File: config.mk
export PLATFORM = sky130hd
export DESIGN_NAME = game_countdown_timer_flat
export DESIGN_NICKNAME = d
export VERILOG_FILES = /design/src/rtl/game_countdown_timer_if.sv /design/src/rtl/game_countdown_timer.sv /design/src/flat_wrapper.sv
export SDC_FILE = /design/constraint.sdc
export NUM_CORES = 1
export LEC_CHECK = 0
export CORE_ASPECT_RATIO = 1.25
export CORE_UTILIZATION = 40
export CTS_BUF_LIST = sky130_fd_sc_hd__clkbuf_8
export CTS_CLUSTER_SIZE = 14
export DETAILED_ROUTE_END_ITERATION = 8
export GPL_TIMING_DRIVEN = 0
export PLACE_DENSITY = 0.57
export RECOVER_POWER = 50
export SYNTH_ARGS = -nofsm -noshare
export SYNTH_HDL_FRONTEND = slang
export SYNTH_SLANG_ARGS = --single-unit
File: constraint.sdc
create_clock -name clock -period 4.3 [get_ports clock]
set_input_delay 0.86 -clock clock [delete_from_list [all_inputs] [get_ports clock]]
set_output_delay 0.86 -clock clock [all_outputs]
set_load 0.1 [all_outputs]
File: src/rtl/game_countdown_timer_if.sv
// -----------------------------------------------------------------------------
// game_countdown_timer_if
//   Groups the control pulses and status outputs of the claw-game round timer.
//
//   Signals
//     start       controller -> timer  1-cycle pulse, begin a round from IDLE/OVER
//     pause       controller -> timer  1-cycle pulse, toggle RUNNING <-> PAUSED
//     add_time    controller -> timer  1-cycle pulse, bonus-time request
//     time_left   timer -> controller  remaining seconds
//     game_active timer -> controller  high only while RUNNING
//     game_over   timer -> controller  1-cycle pulse when time_left first reads 0
//     sec_tick    timer -> controller  1-cycle pulse on each counted second
//     state       timer -> controller  IDLE=00, RUNNING=01, PAUSED=10, OVER=11
//
//   Modports
//     master  drives the requests, observes the status (game logic / bench)
//     slave   the timer itself
// -----------------------------------------------------------------------------
interface game_countdown_timer_if #(
  parameter int TIME_W = 16
);
  logic              start;
  logic              pause;
  logic              add_time;
  logic [TIME_W-1:0] time_left;
  logic              game_active;
  logic              game_over;
  logic              sec_tick;
  logic [1:0]        state;

  modport master (
    output start, pause, add_time,
    input  time_left, game_active, game_over, sec_tick, state
  );

  modport slave (
    input  start, pause, add_time,
    output time_left, game_active, game_over, sec_tick, state
  );
endinterface

File: src/rtl/game_countdown_timer.sv
// -----------------------------------------------------------------------------
// game_countdown_timer
//   Round timer for the claw game. Divides the system clock down to a 1 s tick
//   and counts the round time down from GAME_SECONDS, with start, pause/resume
//   and saturating bonus time. Feeds the LED display (time_left) and the score
//   gate (game_active, game_over).
//
//   Ports
//     clock   in     system clock, rising edge
//     reset   in     synchronous active-high reset, overrides all other inputs
//     gif     slave  control pulses in, status out (see game_countdown_timer_if)
//
//   Parameters
//     CLK_HZ         clock cycles per counted second
//     GAME_SECONDS   round length loaded on start (>= 1)
//     BONUS_SECONDS  seconds added per add_time pulse
//     MAX_SECONDS    saturation ceiling for time_left (< 2**TIME_W)
//     TIME_W         width of time_left; must match the interface instance
// -----------------------------------------------------------------------------
module game_countdown_timer #(
  parameter int CLK_HZ        = 100_000_000,
  parameter int GAME_SECONDS  = 60,
  parameter int BONUS_SECONDS = 5,
  parameter int MAX_SECONDS   = 999,
  parameter int TIME_W        = 16
) (
  input  logic                   clock,
  input  logic                   reset,
  game_countdown_timer_if.slave  gif
);

  // ---------------------------------------------------------------------------
  // Parameter sanity: refuse to elaborate a timer that could never work.
  // ---------------------------------------------------------------------------
  if (CLK_HZ < 1) begin : g_bad_clk_hz
    $error("game_countdown_timer: CLK_HZ must be >= 1");
  end
  if (GAME_SECONDS < 1) begin : g_bad_game_seconds
    $error("game_countdown_timer: GAME_SECONDS must be >= 1");
  end
  if (GAME_SECONDS > MAX_SECONDS) begin : g_bad_max_vs_game
    $error("game_countdown_timer: GAME_SECONDS must not exceed MAX_SECONDS");
  end
  if ((64'(MAX_SECONDS) >> TIME_W) != 64'd0) begin : g_bad_time_w
    $error("game_countdown_timer: MAX_SECONDS must fit in TIME_W bits");
  end

  localparam int PW = (CLK_HZ > 1) ? $clog2(CLK_HZ) : 1;
  localparam logic [PW-1:0]     PRESC_LAST = PW'(CLK_HZ - 1);
  localparam logic [TIME_W-1:0] TIME_GAME  = TIME_W'(GAME_SECONDS);
  localparam logic [TIME_W-1:0] TIME_MAX   = TIME_W'(MAX_SECONDS);
  localparam logic [TIME_W:0]   BONUS_EXT  = (TIME_W+1)'(BONUS_SECONDS);

  typedef enum logic [1:0] {
    ST_IDLE    = 2'b00,
    ST_RUNNING = 2'b01,
    ST_PAUSED  = 2'b10,
    ST_OVER    = 2'b11
  } state_t;

  state_t            r_state;
  logic [PW-1:0]     r_prescaler;
  logic [TIME_W-1:0] r_time_left;
  logic              r_sec_tick;
  logic              r_game_over;

  state_t            w_state_nxt;
  logic [PW-1:0]     w_prescaler_nxt;
  logic [TIME_W-1:0] w_time_left_nxt;
  logic [TIME_W-1:0] w_time_base;
  logic              w_sec_tick_nxt;
  logic              w_game_over_nxt;
  logic              w_wrap;

  // Bonus add with one guard bit so a sum past 2**TIME_W-1 still saturates
  // instead of wrapping to a small value.
  function automatic logic [TIME_W-1:0] add_bonus(input logic [TIME_W-1:0] t);
    logic [TIME_W:0] sum;
    sum = {1'b0, t} + BONUS_EXT;
    return (sum > {1'b0, TIME_MAX}) ? TIME_MAX : sum[TIME_W-1:0];
  endfunction

  assign w_wrap = (r_prescaler == PRESC_LAST);

  // ---------------------------------------------------------------------------
  // Next-state and next-value logic
  // ---------------------------------------------------------------------------
  always_comb begin
    // NOTE: every signal driven here gets a default first so no path can leave
    // it unassigned, which would otherwise infer a latch.
    w_state_nxt     = r_state;
    w_prescaler_nxt = r_prescaler;
    w_time_left_nxt = r_time_left;
    w_time_base     = r_time_left;
    w_sec_tick_nxt  = 1'b0;
    w_game_over_nxt = 1'b0;

    unique case (r_state)
      ST_IDLE, ST_OVER: begin
        // start outranks pause; add_time has no effect outside a round.
        if (gif.start) begin
          w_state_nxt     = ST_RUNNING;
          w_time_left_nxt = TIME_GAME;
          w_prescaler_nxt = '0;
        end
      end

      ST_RUNNING: begin
        if (w_wrap) begin
          w_prescaler_nxt = '0;
          w_sec_tick_nxt  = 1'b1;
          if (r_time_left != '0) begin
            w_time_base = r_time_left - TIME_W'(1);
          end
        end else begin
          w_prescaler_nxt = r_prescaler + PW'(1);
        end

        // The second that ends on the pause edge is still counted.
        if (gif.pause) begin
          w_state_nxt = ST_PAUSED;
        end

        // Bonus time landing on the final tick rescues the round.
        if (gif.add_time) begin
          w_time_left_nxt = add_bonus(w_time_base);
        end else begin
          w_time_left_nxt = w_time_base;
          if (w_wrap && (r_time_left == TIME_W'(1))) begin
            w_state_nxt     = ST_OVER;
            w_game_over_nxt = 1'b1;
          end
        end
      end

      ST_PAUSED: begin
        // Prescaler holds so the partial second resumes where it stopped.
        if (gif.add_time) begin
          w_time_left_nxt = add_bonus(r_time_left);
        end
        if (gif.pause) begin
          w_state_nxt = ST_RUNNING;
        end
      end

      default: begin
        w_state_nxt = ST_IDLE;
      end
    endcase
  end

  // ---------------------------------------------------------------------------
  // State and datapath registers
  // ---------------------------------------------------------------------------
  always_ff @(posedge clock) begin
    // NOTE: registers use non-blocking assignments so every flop samples the
    // pre-edge values, independent of statement order.
    if (reset) begin
      r_state     <= ST_IDLE;
      r_prescaler <= '0;
      r_time_left <= TIME_GAME;
      r_sec_tick  <= 1'b0;
      r_game_over <= 1'b0;
    end else begin
      r_state     <= w_state_nxt;
      r_prescaler <= w_prescaler_nxt;
      r_time_left <= w_time_left_nxt;
      r_sec_tick  <= w_sec_tick_nxt;
      r_game_over <= w_game_over_nxt;
    end
  end

  assign gif.time_left   = r_time_left;
  assign gif.state       = r_state;
  assign gif.game_active = (r_state == ST_RUNNING);
  assign gif.sec_tick    = r_sec_tick;
  assign gif.game_over   = r_game_over;

endmodule

File: src/flat_wrapper.sv
// flat-port wrapper written by rule: the top's interface ports become plain ports
module game_countdown_timer_flat 
#(
  parameter int CLK_HZ        = 100_000_000,
  parameter int GAME_SECONDS  = 60,
  parameter int BONUS_SECONDS = 5,
  parameter int MAX_SECONDS   = 999,
  parameter int TIME_W        = 16
)
  (clock, reset, gif_start, gif_pause, gif_add_time, gif_time_left, gif_game_active, gif_game_over, gif_sec_tick, gif_state);
  game_countdown_timer_if #(.TIME_W(TIME_W)) gif_i ();
  input  logic clock;
  input  logic reset;
  input wire logic [$bits(gif_i.start)-1:0] gif_start;
  input wire logic [$bits(gif_i.pause)-1:0] gif_pause;
  input wire logic [$bits(gif_i.add_time)-1:0] gif_add_time;
  output wire logic [$bits(gif_i.time_left)-1:0] gif_time_left;
  output wire logic [$bits(gif_i.game_active)-1:0] gif_game_active;
  output wire logic [$bits(gif_i.game_over)-1:0] gif_game_over;
  output wire logic [$bits(gif_i.sec_tick)-1:0] gif_sec_tick;
  output wire logic [$bits(gif_i.state)-1:0] gif_state;
  assign gif_i.start = gif_start;
  assign gif_i.pause = gif_pause;
  assign gif_i.add_time = gif_add_time;
  assign gif_time_left = gif_i.time_left;
  assign gif_game_active = gif_i.game_active;
  assign gif_game_over = gif_i.game_over;
  assign gif_sec_tick = gif_i.sec_tick;
  assign gif_state = gif_i.state;
  game_countdown_timer #(.CLK_HZ(CLK_HZ), .GAME_SECONDS(GAME_SECONDS), .BONUS_SECONDS(BONUS_SECONDS), .MAX_SECONDS(MAX_SECONDS), .TIME_W(TIME_W)) u_core (.clock(clock), .reset(reset), .gif(gif_i));
endmodule
==> summary.txt, run 1 <==
Final ANT Viol Nets: 0
Synth Flop Type: dfxtp_1
chip width: 90.5 um
core area: 9560 sq um
n_diodes: 0
clock power share: 19.3%
Total Die Area: 10,200 sq um
Max-slew headroom: 33.7%
gr ovfl total: 0
setup TNS: 0 ns
Largest stage delay, worst path: 0.59 ns
Final Non-Filler Cells: 703
Clk Latency, worst-skew pair: 0.33 ns
htree depth: 2
Port-buffer cells: 23
Avg WL per Cell: 17.3 um
net count after synthesis: 551
biggest area consumer among synthesized cells: dfxtp_1
DRT iter0 DRCs: 261
largest net degree at the start of global routing: 17
area of the mapped netlist: 3910 sq um
area delta synth->final: 20.7%
Final Hold Vio Count: 0
DRC Markers: 1
CP Data Arrival Time: 4.40 ns
Initial Util: 40.9%
HPWL Detailed: 9030 um
VDD IR max: 0.189 mV
global-route wire length before repair: 20,300 um
CTS Buffer Depth: 2
Final setup viols: 0
Fin Clk Skew: 0.0138 ns
Synth area leaders: dfxtp_1 24%, xnor2_1 6.3%, xor2_1 6.0%
row count: 40
library cells used by synthesis: 68
max-slew violations: 0
Internal: 0.000807 W
post-synthesis instance total: 537
Fillers: 964
failing checks: design-rule violations
vias in the first global route: 4,093
fin crit period: 4.20 ns
EDFF count, synth: 0
Hold WS: 0.487 ns
kind of critical path: flip-flop to flip-flop
synthesis warning total: 0
Critical Path Most Common Cell: or4_4
Net Sw Frac: 47.8%
critical path's slowest cell: or4_4
drt pass-1 iters: 7
initial antenna violation count: 0
CTS tree: done
gpl congestion: 0.871
Critical Path RT: 4.49 ns
GRT Overall Usage: 24.6%
RSZ-0062 raised after global routing: true
Yosys top cell area share: 24.0%
NetSw: 0.000739 W
CTS Sinks: 47
part of the cycle the worst path needs: 97.8%
worst hold path type: flip-flop to flip-flop
Root Driver: clkbuf_8
Worst setup SP type: flip-flop
Avg Cell Area, Syn: 7.29 sq um
Via density: 5.83
Max-Cap Viols: 0
# hold bufs at CTS: 0
vias: 4,100
#FFs+latches synth: 47
I/O pin count: 26
part of the power in combinational logic: 49.9%
worst slew pin tran: 0.981 ns
CP max FO: 6
Worst setup EP type: flip-flop
Final nets: 590
fmax: 238 MHz
pwr/cell area: 328 nW/um^2
Commonest cells post-synth: 60 x nor2_1, 54 x nand2_1, 47 x dfxtp_1
Num CTS Buffers: 5
die height: 113 um
WL final: 12,200 um
Reg clk slew, reported paths: 0.11 ns
most frequent cell after synthesis: nor2_1
CP cell instances: nor4b_2 > nand2_1 > or4_4 > buf_6 > or4_4 > xor2_2 > or4_4 > nor4b_4 > xor2_2 > or4_4 > o311ai_4 > a221oi_2
sequential power share: 30.8%
post-synthesis sequential area ratio: 24.0%
layout cell share with drive strength beyond 1: 14.4%
P_leak: 1.63 nW
outcome: finished with violations
fraction of registers with async set or reset after synthesis: 0%
dpl cells: 686
-- path summary, 6_finish.rpt --
kind | startpoint | to | slack [ns] | cells after the start
setup reg to reg | u_core.r_prescaler[25]$_SDFFE_PP0P_ | u_core.gif.time_left[7]$_SDFFE_PP0P_ | 0.1 | 12
setup / recovery | u_core.r_prescaler[25]$_SDFFE_PP0P_ | u_core.gif.time_left[7]$_SDFFE_PP0P_ | 0.1 | 12
hold reg to reg | u_core.r_prescaler[24]$_SDFFE_PP0P_ | u_core.r_prescaler[24]$_SDFFE_PP0P_ | 0.49 | 1
hold / removal | u_core.r_prescaler[24]$_SDFFE_PP0P_ | u_core.r_prescaler[24]$_SDFFE_PP0P_ | 0.49 | 1
-- routing by layer --
metal	track usage (%)	wire (um)	vias up
met2	44.3	6070	128
met5	0	0	-
met1	27.3	4940	1924
met3	3.59	531	41
li1	-	-	2007
met4	14.6	616	0
-- cells by family (layout without fill, tap and decap cells) --
logic type               count (synthesis)  count (layout)  synth area share (%)
AO/OA/AOI/OAI                          123             123                  21.2
XOR/XNOR                                55              55                  12.3
adder cells (fa/ha/maj)                  9               9                  2.88
buffers and inverters                   57              97                  5.63
flip-flops                              47              47                  24.0
multiplexers                             4               4                  1.06
AND/OR/NAND/NOR                        242             242                  32.9
-- layout by cell type (no fill, tap or decap), drive strengths merged, types with 11 or more instances in the layout --
master	n
nor2	60
nand2	55
dfxtp	47
clkbuf	40
xnor2	28
o21ai	28
xor2	27
a21oi	25
clkdlybuf4s50	23
nand3	22
nor3	20
buf	17
inv	16
and3	11
-- metrics by stage --
step,utilization [%],worst slack [ns],power (W),area [sq um]
after CTS,47.5,0.00400,0.00152,4540
after global routing,49.4,-0.0352,0.00164,4720
after global placement,45.4,-0.566,0.00120,4340
after floorplan,-,0.0368,0.00103,3950
after detailed placement,45.4,-0.597,0.00120,4340
final,49.4,0.0954,0.00155,4720
-- flip-flops by register name (all words and copies together), names as in the netlist --
register and flops:
u_core.gif.game_over 1, u_core.gif.sec_tick 1, u_core.gif.state 2, u_core.gif.time_left 16, u_core.r_prescaler 27
-- power groups by stage --
stage	clock [W]	sequential [W]	combinational, W
floorplan	0	0.000599	0.000428
global placement	0	0.000487	0.000712
detailed placement	0	0.000487	0.000715
CTS	0.000308	0.000477	0.000736
global route	0.000325	0.000481	0.000829
finish	0.000299	0.000476	0.000772
-- worst max-delay path: cells and delay by family (launching register included) --
| family | cells | cell delay (ns) |
|---|---|---|
| AOI/OAI and AO/OA | 2 | 0.36 |
| xor gates and xnor gates | 2 | 0.29 |
| buffers and inverters | 1 | 0.15 |
| DFF | 1 | 0.37 |
| and+or+nand+nor | 7 | 2.89 |
-- area by class of cell --
type | count | area, sq um | area share (%)
multi-input cells | 433 | 2950 | 62.4
plain buffers | 41 | 184 | 3.90
inverters | 14 | 52.6 | 1.11
flip-flops and latches | 47 | 975 | 20.6
clock inverters | 3 | 22.5 | 0.477
repair buffers | 34 | 313 | 6.63
clock buffers | 5 | 68.8 | 1.46
well taps | 126 | 158 | 3.34
-- repair_timing --
action / 4_1_cts / 5_1_grt
pin swaps: 5 / 12
gates resized for setup: 21 / 28
endpoints found under the hold margin: 0 / 0
buffers inserted: 3 / 8
setup endpoints to repair: 10 / 10
No activity file was read; power rests on OpenSTA's default activity.
==> inputs of run 2 (changes only) <==
--- a/config.mk
+++ b/config.mk
@@ -12,7 +12,7 @@
 export DETAILED_ROUTE_END_ITERATION = 8
 export GPL_TIMING_DRIVEN = 0
 export PLACE_DENSITY = 0.57
-export RECOVER_POWER = 50
+export SKIP_CTS_REPAIR_TIMING = 1
 export SYNTH_ARGS = -nofsm -noshare
 export SYNTH_HDL_FRONTEND = slang
 export SYNTH_SLANG_ARGS = --single-unit
==> run 2 against run 1 <==
The flow still finishes with violations (design-rule violations); die area unchanged; register-to-register slack about the same; critical endpoint unchanged; largest power group unchanged; critical path type unchanged; largest cell class unchanged; core utilization increased by 0.13 points.
==> summary.txt, run 2 (same netlist as run 1, synthesis figures left out) <==
outcome: finished with violations
failing checks: design-rule violations
worst slew pin tran: 0.999 ns
core area: 9560 sq um
Max-slew headroom: 33.2%
NetSw: 0.000744 W
die height: 113 um
DRC Markers: 1
htree depth: 2
Worst setup SP type: flip-flop
global-route wire length before repair: 20,000 um
Critical Path Most Common Cell: or4_4
area delta synth->final: 21.0%
part of the cycle the worst path needs: 97.5%
pwr/cell area: 328 nW/um^2
WL final: 12,200 um
drt pass-1 iters: 8
chip width: 90.5 um
Num CTS Buffers: 5
vias in the first global route: 3,999
n_diodes: 0
fmax: 239 MHz
GRT Overall Usage: 24.4%
largest net degree at the start of global routing: 17
Worst setup EP type: flip-flop
Avg WL per Cell: 17.5 um
CP cell instances: ha_2 > and3_4 > nand2_2 > or4_4 > buf_6 > nor3_4 > mux2_2 > or4_4 > nor4b_4 > xor2_2 > or4_4 > o311ai_4 > a221oi_2
Net Sw Frac: 47.8%
Final Hold Vio Count: 0
Port-buffer cells: 23
gr ovfl total: 0
CTS Sinks: 47
Root Driver: clkbuf_8
Critical Path RT: 4.49 ns
CP startpoint: u_core.r_prescaler[1]$_SDFFE_PP0P_
FF-to-FF path depth: 13
CP Depth: 13
dpl ws: -0.597 ns
Critical Path Sink: u_core.gif.time_left[7]$_SDFFE_PP0P_
worst hold path type: flip-flop to flip-flop
part of the power in combinational logic: 50.2%
reg2reg end: u_core.gif.time_left[7]$_SDFFE_PP0P_
Hold WS: 0.484 ns
r2r setup slk: 0.11 ns
most common cell after layout, fill and taps aside: nor2_1
CP Data Arrival Time: 4.38 ns
VDD IR max: 0.189 mV
max reg flops: 27
Initial Util: 40.9%
Max-Cap Viols: 0
layout cell share with drive strength beyond 1: 14.8%
Final setup viols: 0
Crit Reg-Reg Startpoint: u_core.r_prescaler[1]$_SDFFE_PP0P_
row count: 40
P_leak: 1.62 nW
initial antenna violation count: 0
CTS tree: done
fin crit period: 4.19 ns
sequential power share: 30.7%
CP delay by family, top: simple AND/OR/NAND/NOR gates
kind of critical path: flip-flop to flip-flop
vias: 4,073
CTS Buffer Depth: 2
Clk Latency, worst-skew pair: 0.32 ns
Internal: 0.000811 W
Reg clk slew, reported paths: 0.11 ns
CP bufs+invs: 1
DRT iter0 DRCs: 221
Final Non-Filler Cells: 699
dpl cells: 686
Final nets: 586
Final WS setup: 0.108 ns
HPWL Detailed: 9030 um
Fin Clk Skew: 0.0144 ns
clock power share: 19.2%
gpl congestion: 0.871
most frequent cells in the layout: 58 x nor2_1, 53 x nand2_1, 32 x clkbuf_1
Total Die Area: 10,200 sq um
CP max FO: 6
Largest stage delay, worst path: 0.60 ns
Via density: 5.83
Most flops, register: u_core.r_prescaler
Final ANT Viol Nets: 0
critical path's slowest cell: or4_4
I/O pin count: 26
max-slew violations: 0
[run 2: final cells by class]
type | count | area [sq um]
fillers | 965 | 4830
inverters | 14 | 52.6
clock buffers | 5 | 68.8
flip-flops and latches | 47 | 973
well taps | 126 | 158
multi-input cells | 433 | 2990
clock inverters | 3 | 22.5
plain buffers | 40 | 180
repair buffers | 31 | 290
[run 2: through the flow]
step	cell area, sq um	utilization, %	total power, W	TNS, ns
floorplan	3950	-	0.00103	0
global placement	4340	45.4	0.00120	-4.28
detailed placement	4340	45.4	0.00120	-4.59
CTS	4430	46.3	0.00150	-4.78
global route	4730	49.5	0.00164	-0.0553
finish	4730	49.5	0.00155	0
[run 2: layer usage]
layer	part of all wire, %	wire length [um]	track usage [%]
met4	4.4	543	13.7
met5	0	0	0
met2	51	6180	43.8
met1	41	5050	27.5
met3	3.5	432	3.46
[run 2: power groups by stage]
stage / Sequential (W) / Clock (W) / Combinational (W)
floorplan: 0.000599 / 0 / 0.000428
global placement: 0.000487 / 0 / 0.000712
detailed placement: 0.000487 / 0 / 0.000715
CTS: 0.000477 / 0.000308 / 0.000720
global route: 0.000482 / 0.000326 / 0.000834
finish: 0.000476 / 0.000298 / 0.000780
[run 2: worst min-delay path by stage]
stage	startpoint	end	slack [ns]	cells after the start
2_1_floorplan	u_core.r_prescaler[24]$_SDFFE_PP0P_	u_core.r_prescaler[24]$_SDFFE_PP0P_	0.44	1
3_3_place_gp	u_core.r_prescaler[24]$_SDFFE_PP0P_	u_core.r_prescaler[24]$_SDFFE_PP0P_	0.46	1
3_5_place_dp	u_core.r_prescaler[24]$_SDFFE_PP0P_	u_core.r_prescaler[24]$_SDFFE_PP0P_	0.47	1
4_1_cts	u_core.r_prescaler[24]$_SDFFE_PP0P_	u_core.r_prescaler[24]$_SDFFE_PP0P_	0.49	1
5_1_grt	u_core.r_prescaler[24]$_SDFFE_PP0P_	u_core.r_prescaler[24]$_SDFFE_PP0P_	0.52	1
6_report	u_core.r_prescaler[24]$_SDFFE_PP0P_	u_core.r_prescaler[24]$_SDFFE_PP0P_	0.48	1
[run 2: worst register-to-register path, stage by stage, from the launching register on]
cell and delay [ns]:
dfxtp_2 0.35, ha_2 0.17, and3_4 0.21, nand2_2 0.07, or4_4 0.52, buf_6 0.15
nor3_4 0.22, mux2_2 0.43, or4_4 0.58, nor4b_4 0.28, xor2_2 0.14, or4_4 0.60
o311ai_4 0.25, a221oi_2 0.11
